<file path="src/rtl/fft_tx_sequencer.sv">
// fft_tx_sequencer: captures one frame of FFT real-part words and streams it
// byte by byte to a UART transmitter, low byte of each word first.
// Optional feature: define FFT_TX_HEADER_EN to prefix every frame with the
// sync byte 8'hA5 (frame becomes 2*FFT_SIZE+1 bytes, timing unchanged).
// Byte k of the frame is bits [8k+7:8k] of the captured vector, which is the
// same as word k/2, low byte for even k and high byte for odd k, because a
// word is exactly two bytes wide.

module fft_tx_sequencer #(
   parameter int FFT_SIZE    = 32,
   parameter int WORD_SIZE   = 16,
   parameter int DATA_LENGTH = 8
) (
   input  logic                            i_clk,
   input  logic                            i_rst,
   input  logic                            i_fft_done,
   input  logic [FFT_SIZE*WORD_SIZE-1:0]   i_fft_data,
   input  logic                            i_tx_done,
   output logic                            o_tx_start,
   output logic [DATA_LENGTH-1:0]          o_tx_byte,
   output logic                            o_busy,
   output logic                            o_frame_done,
   output logic                            o_overrun
);

   // Index space is 7 bits, so the byte mux is padded out to 128 entries.
   localparam int         NUM_BYTES = 2 * FFT_SIZE;
   localparam int         IDX_SLOTS = 128;
   localparam logic [6:0] LAST_IDX  = 7'(NUM_BYTES - 1);

   typedef enum logic [1:0] {
      S_IDLE      = 2'd0,
      S_START     = 2'd1,
      S_WAIT_DONE = 2'd2,
      S_FINISH    = 2'd3
   } state_t;

   state_t                          r_state;
   state_t                          w_state_next;
   logic [FFT_SIZE*WORD_SIZE-1:0]   r_buf;
   logic [6:0]                      r_idx;
   logic [DATA_LENGTH-1:0]          r_tx_byte;
   logic                            r_overrun;

   logic                            w_capture;
   logic                            w_tx_ack;
   logic                            w_last;
   logic                            w_hdr_pend;
   logic [6:0]                      w_idx_inc;
   logic [DATA_LENGTH-1:0]          w_first_byte;
   logic [DATA_LENGTH-1:0]          w_next_byte;
   logic [DATA_LENGTH-1:0]          w_byte_sel [0:IDX_SLOTS-1];

   // A new frame is only accepted from IDLE; tx_done only counts while waiting.
   assign w_capture = (r_state == S_IDLE) && i_fft_done;
   assign w_tx_ack  = (r_state == S_WAIT_DONE) && i_tx_done;
   assign w_idx_inc = r_idx + 7'd1;
   assign w_last    = !w_hdr_pend && (r_idx == LAST_IDX);

   // Byte view of the captured frame; slots beyond the frame read as zero.
   generate
      for (genvar gi = 0; gi < IDX_SLOTS; gi++) begin : g_byte_sel
         if (gi < NUM_BYTES) begin : g_used
            assign w_byte_sel[gi] = r_buf[gi*DATA_LENGTH +: DATA_LENGTH];
         end else begin : g_pad
            assign w_byte_sel[gi] = '0;
         end
      end
   endgenerate

`ifdef FFT_TX_HEADER_EN
   localparam logic [DATA_LENGTH-1:0] SYNC_BYTE = DATA_LENGTH'(8'hA5);

   logic r_hdr_pend;

   // Header pending from capture until the sync byte has been acknowledged.
   always_ff @(posedge i_clk or negedge i_rst) begin
      if (!i_rst) begin
         r_hdr_pend <= 1'b0;
      end else if (w_capture) begin
         r_hdr_pend <= 1'b1;
      end else if (w_tx_ack) begin
         r_hdr_pend <= 1'b0;
      end
   end

   assign w_hdr_pend   = r_hdr_pend;
   assign w_first_byte = SYNC_BYTE;
`else
   assign w_hdr_pend   = 1'b0;
   assign w_first_byte = i_fft_data[DATA_LENGTH-1:0];
`endif

   // After the header the index stays at 0 so data byte 0 goes next.
   assign w_next_byte = w_hdr_pend ? w_byte_sel[0] : w_byte_sel[w_idx_inc];

   // State register.
   always_ff @(posedge i_clk or negedge i_rst) begin
      if (!i_rst) begin
         r_state <= S_IDLE;
      end else begin
         r_state <= w_state_next;
      end
   end

   // Next-state logic and state-decoded outputs.
   always_comb begin
      w_state_next = r_state;
      o_tx_start   = 1'b0;
      o_busy       = 1'b1;
      o_frame_done = 1'b0;
      case (r_state)
         S_IDLE: begin
            o_busy = 1'b0;
            if (i_fft_done) begin
               w_state_next = S_START;
            end
         end
         S_START: begin
            o_tx_start   = 1'b1;
            w_state_next = S_WAIT_DONE;
         end
         S_WAIT_DONE: begin
            if (i_tx_done) begin
               w_state_next = w_last ? S_FINISH : S_START;
            end
         end
         S_FINISH: begin
            o_frame_done = 1'b1;
            w_state_next = S_IDLE;
         end
         default: begin
            w_state_next = S_IDLE;
         end
      endcase
   end

   // Frame buffer: contents only matter while busy, so no reset is needed.
   always_ff @(posedge i_clk) begin
      if (w_capture) begin
         r_buf <= i_fft_data;
      end
   end

   // Byte index: cleared on capture and when returning to IDLE.
   always_ff @(posedge i_clk or negedge i_rst) begin
      if (!i_rst) begin
         r_idx <= 7'd0;
      end else if (w_capture) begin
         r_idx <= 7'd0;
      end else if (w_tx_ack && !w_last && !w_hdr_pend) begin
         r_idx <= w_idx_inc;
      end else if (r_state == S_FINISH) begin
         r_idx <= 7'd0;
      end
   end

   // Outgoing byte is loaded one edge ahead of each START and held until the
   // next acknowledge; the first byte comes straight from the input frame.
   always_ff @(posedge i_clk or negedge i_rst) begin
      if (!i_rst) begin
         r_tx_byte <= '0;
      end else if (w_capture) begin
         r_tx_byte <= w_first_byte;
      end else if (w_tx_ack && !w_last) begin
         r_tx_byte <= w_next_byte;
      end
   end

   // Sticky overrun: any frame offered while not idle is dropped and flagged.
   always_ff @(posedge i_clk or negedge i_rst) begin
      if (!i_rst) begin
         r_overrun <= 1'b0;
      end else if (i_fft_done && (r_state != S_IDLE)) begin
         r_overrun <= 1'b1;
      end
   end

   assign o_tx_byte = r_tx_byte;
   assign o_overrun = r_overrun;

endmodule

</file>
<file path="config.mk">
export PLATFORM = sky130hd
export DESIGN_NAME = fft_tx_sequencer
export DESIGN_NICKNAME = d
export VERILOG_FILES = /design/src/rtl/fft_tx_sequencer.sv
export SDC_FILE = /design/constraint.sdc
export NUM_CORES = 1
export LEC_CHECK = 0
export CORE_AREA = 8 8 168 249
export CTS_BUF_LIST = sky130_fd_sc_hd__clkbuf_4
export CTS_CLUSTER_SIZE = 10
export DETAILED_ROUTE_END_ITERATION = 6
export DIE_AREA = 0 0 176 257
export DONT_BUFFER_PORTS = 1
export PLACE_DENSITY_LB_ADDON = 0.08
export SETUP_SLACK_MARGIN = 0.3
export SLEW_MARGIN = 20
export SYNTH_ARGS = -nofsm -noshare
export SYNTH_HDL_FRONTEND = slang
export SYNTH_SLANG_ARGS = --single-unit
</file>
<file path="constraint.sdc">
create_clock -name i_clk -period 46.7 [get_ports i_clk]
set_input_delay 9.34 -clock i_clk [delete_from_list [all_inputs] [get_ports i_clk]]
set_output_delay 9.34 -clock i_clk [all_outputs]
set_load 0.05 [all_outputs]
</file>
Word-level counts from Yosys, hierarchy flattened
Cells that the tools add are included.

operators by class
  $add $sub $neg = 1
  multipliers = 0
  divide/modulo/power cells = 0
  $lt $le $gt $ge = 1
  eq/ne operators = 6
  shift-type cells = 0
  mux-type cells = 15
  bitwise gates (word level) = 1
  reductions and logical operators = 10

operator list
  kind                 number
  $bmux 8 s7           1
  $mux 8               4
  $mux 7               3
  $ge 8x8->1 const B   1
  $not 7->8            1
  $pmux 2 s4           1
  $add 7x1->7 const B  1
  $eq 7x6->1 const B   1
  $mux 2               3
  $eq 2x2->1 const B   2
  $logic_and 1x1->1    4
  $ne 2x2->1 const B   2
  $reduce_bool 2->1    2
  $mux 1               3
  $reduce_bool 3->1    1
  $eq 2x1->1 const B   1
  $logic_not 2->1      1
  $reduce_and 2->1     1
  $logic_not 1->1      1

word-level totals
  bits in registers = 530
  bits in latches = 0
  bits in writable memories = 0
  memory bits (read-only) = 0
  output and inout port bits = 12
  logic and storage cells = 39
  memories = 0

Longest topological paths before layout
  depth after elaboration = 7
  gate-level depth with buffers = 10
  mapped depth without buffers = 7

Worst setup path before layout
OpenSTA, ideal clock, no wires.

  path type = input to register
  start = input i_fft_done
  end = register r_tx_byte[0], in the netlist o_tx_byte[0]
  setup time = 143 ps
  arrival = 32,782 ps
  setup slack = 13,774 ps
  stages on the path = 4
  cells stage by stage = inv_1 -> nor2_1 -> a22oi_1 -> nand3_1

between the ends
  cells in the longest elaborated chain, start to end = 2
  elaborated cells on any way between the ends = 3
  classes of those cells = mux: 1; reduce/logical: 2

ends and longest elaborated chain
  what                                                line  RTL
  from (decl)                                         16    input logic i_fft_done,
  $logic_and 1x1->1 (*)                               55    assign w_capture = (r_state == S_IDLE) && i_fft_done;
  via w_capture                                       45    logic w_capture;
  $mux 8 / $reduce_bool 2->1 (equally long branches)  --
  to (signal assigned)                                164   r_tx_byte <= w_first_byte;
  to (signal assigned)                                166   r_tx_byte <= w_next_byte;
  to (decl)                                           42    logic [DATA_LENGTH-1:0] r_tx_byte;

The timed path passes the listed nets; every way through them passes the cells marked *.
A chain may end at the register's enable or synchronous reset.

Worst setup path in the final report
  start = register r_state[1]
  end = output o_frame_done

between the ends
  cells in the longest elaborated chain, start to end = 2

ends and longest elaborated chain
  what                    line  RTL
  from (decl)             38    state_t r_state;
  from (signal assigned)  102   r_state <= w_state_next;
  $eq 2x2->1              112   case (r_state)
  $mux 1                  112
  to (decl)               22    output logic o_frame_done,

Every way passes these cells.

==> metrics.txt <==
Crit-path slowest cell and2_1; worst-skew pair later-pin latency 0.82 ns; CTS Buffer Depth 3; WL/cell 30.3 um; vias 10600; CTS tree built; Final Hold Vio Count 0; Final min period 11.20 ns; H-tree levels 3; Lkg Pwr 7.39 nW; Setup CP Type reg -> out; first-pass GRT wire length 76300 um; synth warn 0; Fin Setup TNS 0 ns; post-route ant nets 0; Placement Cell Area 0.0212 mm^2; drt first pass iters 5; synthesized area per cell 18.8 um^2; PortBufs 0; Slew Limit Fails 0; Post-synth ARST share 3.40%; worst min-delay path class reg -> reg; most common cell after layout, fill and taps aside edfxtp_1; final worst path period share 24.0%; worst hold stages 1; via density per instance 5.92; Fin Clk Skew 0.0499 ns; Post-DP HPWL 39500 um; CTS buffer count 119; Final Core Density 59.8%; Tightest Pin Transition 1.12 ns; Hold WS 0.478 ns; synthesized instance count 1102; cell area after layout 0.0228 mm^2; grt ovf 0; GRT Total Usage 23.7%; Die Ht 257 um; # setup viols final 0; pin count of the biggest net entering global routing 197; routed wire length 54400 um; Power Density 63.8 mW/mm^2; antenna violations before repair 38; crit-path cells and2_1; sequential fraction of the synthesis area 76.4%; worst vdd ir 40.5 uV; # DRC 0; Nets 1695; CP top delay family simple AND/OR/NAND/NOR gates; Core ar. 0.0382 mm^2; crit start category flop; CP Max Fanout 9; Max-Cap Viols 0; CTS Sinks 530; initial drt markers 932; area occupied by multi-input gates 0.00458 mm^2; area grow syn2layout 10.2%; number of global-route vias before repair 11400; Syn Std Cell Area 0.0207 mm^2; share of cells above drive strength 1 23.7%; Main synth FF type edfxtp_1; row cnt 88; die footprint 0.0452 mm^2; EDFF count, synth 512; routability cong. 0.773; Synth top area share 74.2%; most frequent cells in the layout 512 x edfxtp_1, 174 x clkbuf_4, 158 x nand2_1; clk slew on worst S/H paths 0.08 ns; CP endpoint kind primary output; CTS Hold Bufs 0; FILL cells 2894; RSZ-0062 raised after global routing no; CP Data Required Time 37.36 ns; fmax 0.0893 GHz; DIE WIDTH 176 um; top cells by area, synth edfxtp_1 74%, mux4_2 9.6%, mux2i_1 3.1%, nand2_1 2.9%, dfrtp_1 2.2%; register area 0.0158 mm^2; clk root buf clkbuf_4; Yosys top cell by area edfxtp_1; crit path buf inv count 0; Syn Nets 1619; WP data arrival 1.86 ns; run status finished clean; Synth Register Bits 530; I/O Pins 528; total stage count of the critical path 1; R2R cell count 8; Starting Density 54.2%; Unique masters post-synth 49; number of gates resized after cts 0; slew margin rel. 25.1%; Critical Path Max Stage Delay 0.56 ns; postcts setup bufs 0
==> stage by stage <==
stage | total power, W | cells | worst slack [ns]
after floorplan | 0.00110 | 1102 | 13.77
after global placement | 0.00111 | 1552 | 34.77
after detailed placement | 0.00111 | 1552 | 34.97
after CTS | 0.00148 | 1771 | 35.40
after global routing | 0.00153 | 1796 | 35.36
final | 0.00146 | 1799 | 35.50
==> cells in the mapped netlist, types with 2 or more instances <==
master / number
nor3_1: 3
clkbuf_1: 15
nand2b_1: 2
nand2_1: 158
a32o_1: 16
mux2i_1: 65
and3_1: 2
nand4b_1: 8
nor2b_1: 10
o21ai_0: 2
buf_4: 12
buf_6: 4
a21oi_1: 4
a311oi_1: 9
nor2_1: 11
o21ai_1: 13
a22oi_1: 8
and2_1: 2
a31o_2: 2
mux4_2: 88
nand3_1: 54
a32oi_1: 8
xnor2_1: 3
buf_1: 4
a31oi_1: 17
edfxtp_1: 512
buf_2: 25
dfrtp_1: 18
inv_1: 7
==> layer usage <==
layer	share of wire, %	vias to the layer above	GRT usage [%]
li1	-	4688	-
met1	34	5277	24.9
met2	52	543	39.6
met3	11	116	10.9
met4	3.2	20	11.7
met5	0.24	-	0
==> flip-flops by register name, summed over array words and instances, names as in the netlist <==
name       count
r_state        2
o_tx_byte      8
r_buf        512
o_overrun      1
r_idx          7
==> worst paths after layout <==
path / startpoint / endpoint / slack (ns)
max reg2reg: r_idx[0]$_DFFE_PN0P_ / o_tx_byte[6]$_DFFE_PN0P_ / 42.10
min in group asynchronous: i_rst / o_tx_byte[7]$_DFFE_PN0P_ / 8.20
min reg2reg: r_state[0]$_DFFE_PN0P_ / r_state[0]$_DFFE_PN0P_ / 0.48
max in group asynchronous: i_rst / o_overrun$_DFFE_PN0P_ / 38.40
max: r_state[1]$_DFFE_PN0P_ / o_frame_done / 35.50
min: r_state[0]$_DFFE_PN0P_ / r_state[0]$_DFFE_PN0P_ / 0.48
==> kinds of logic (layout without fill, tap and decap cells) <==
logic type / count (synthesis) / count (layout) / synth area share (%)
DFF: 530 / 530 / 76.4
AOI/OAI and AO/OA: 91 / 91 / 3.38
xor gates and xnor gates: 5 / 5 / 0.284
adders and majority gates: 1 / 1 / 0.0604
other: 0 / 28 / 0
and+or+nand+nor: 255 / 255 / 5.44
buffers and inverters: 67 / 241 / 1.73
muxes: 153 / 153 / 12.7
==> power by group <==
part	total (W)	leakage (nW)	internal [W]	switching [W]
sequential	0.000699	5.03	0.000646	0.0000523
combinational	0.000396	1.44	0.000166	0.000230
clock	0.000363	0.929	0.000188	0.000174
==> final cells by class <==
class	count	share of cell area, %
Clock inverter	45	1.18
Clock buffer	174	5.72
Inverter	7	0.115
Antenna cell	28	0.307
Tap cell	495	2.71
Sequential cell	530	69.3
Multi-Input combinational cell	505	20.0
Timing Repair Buffer	15	0.581
No activity file was read; power rests on OpenSTA's default activity.
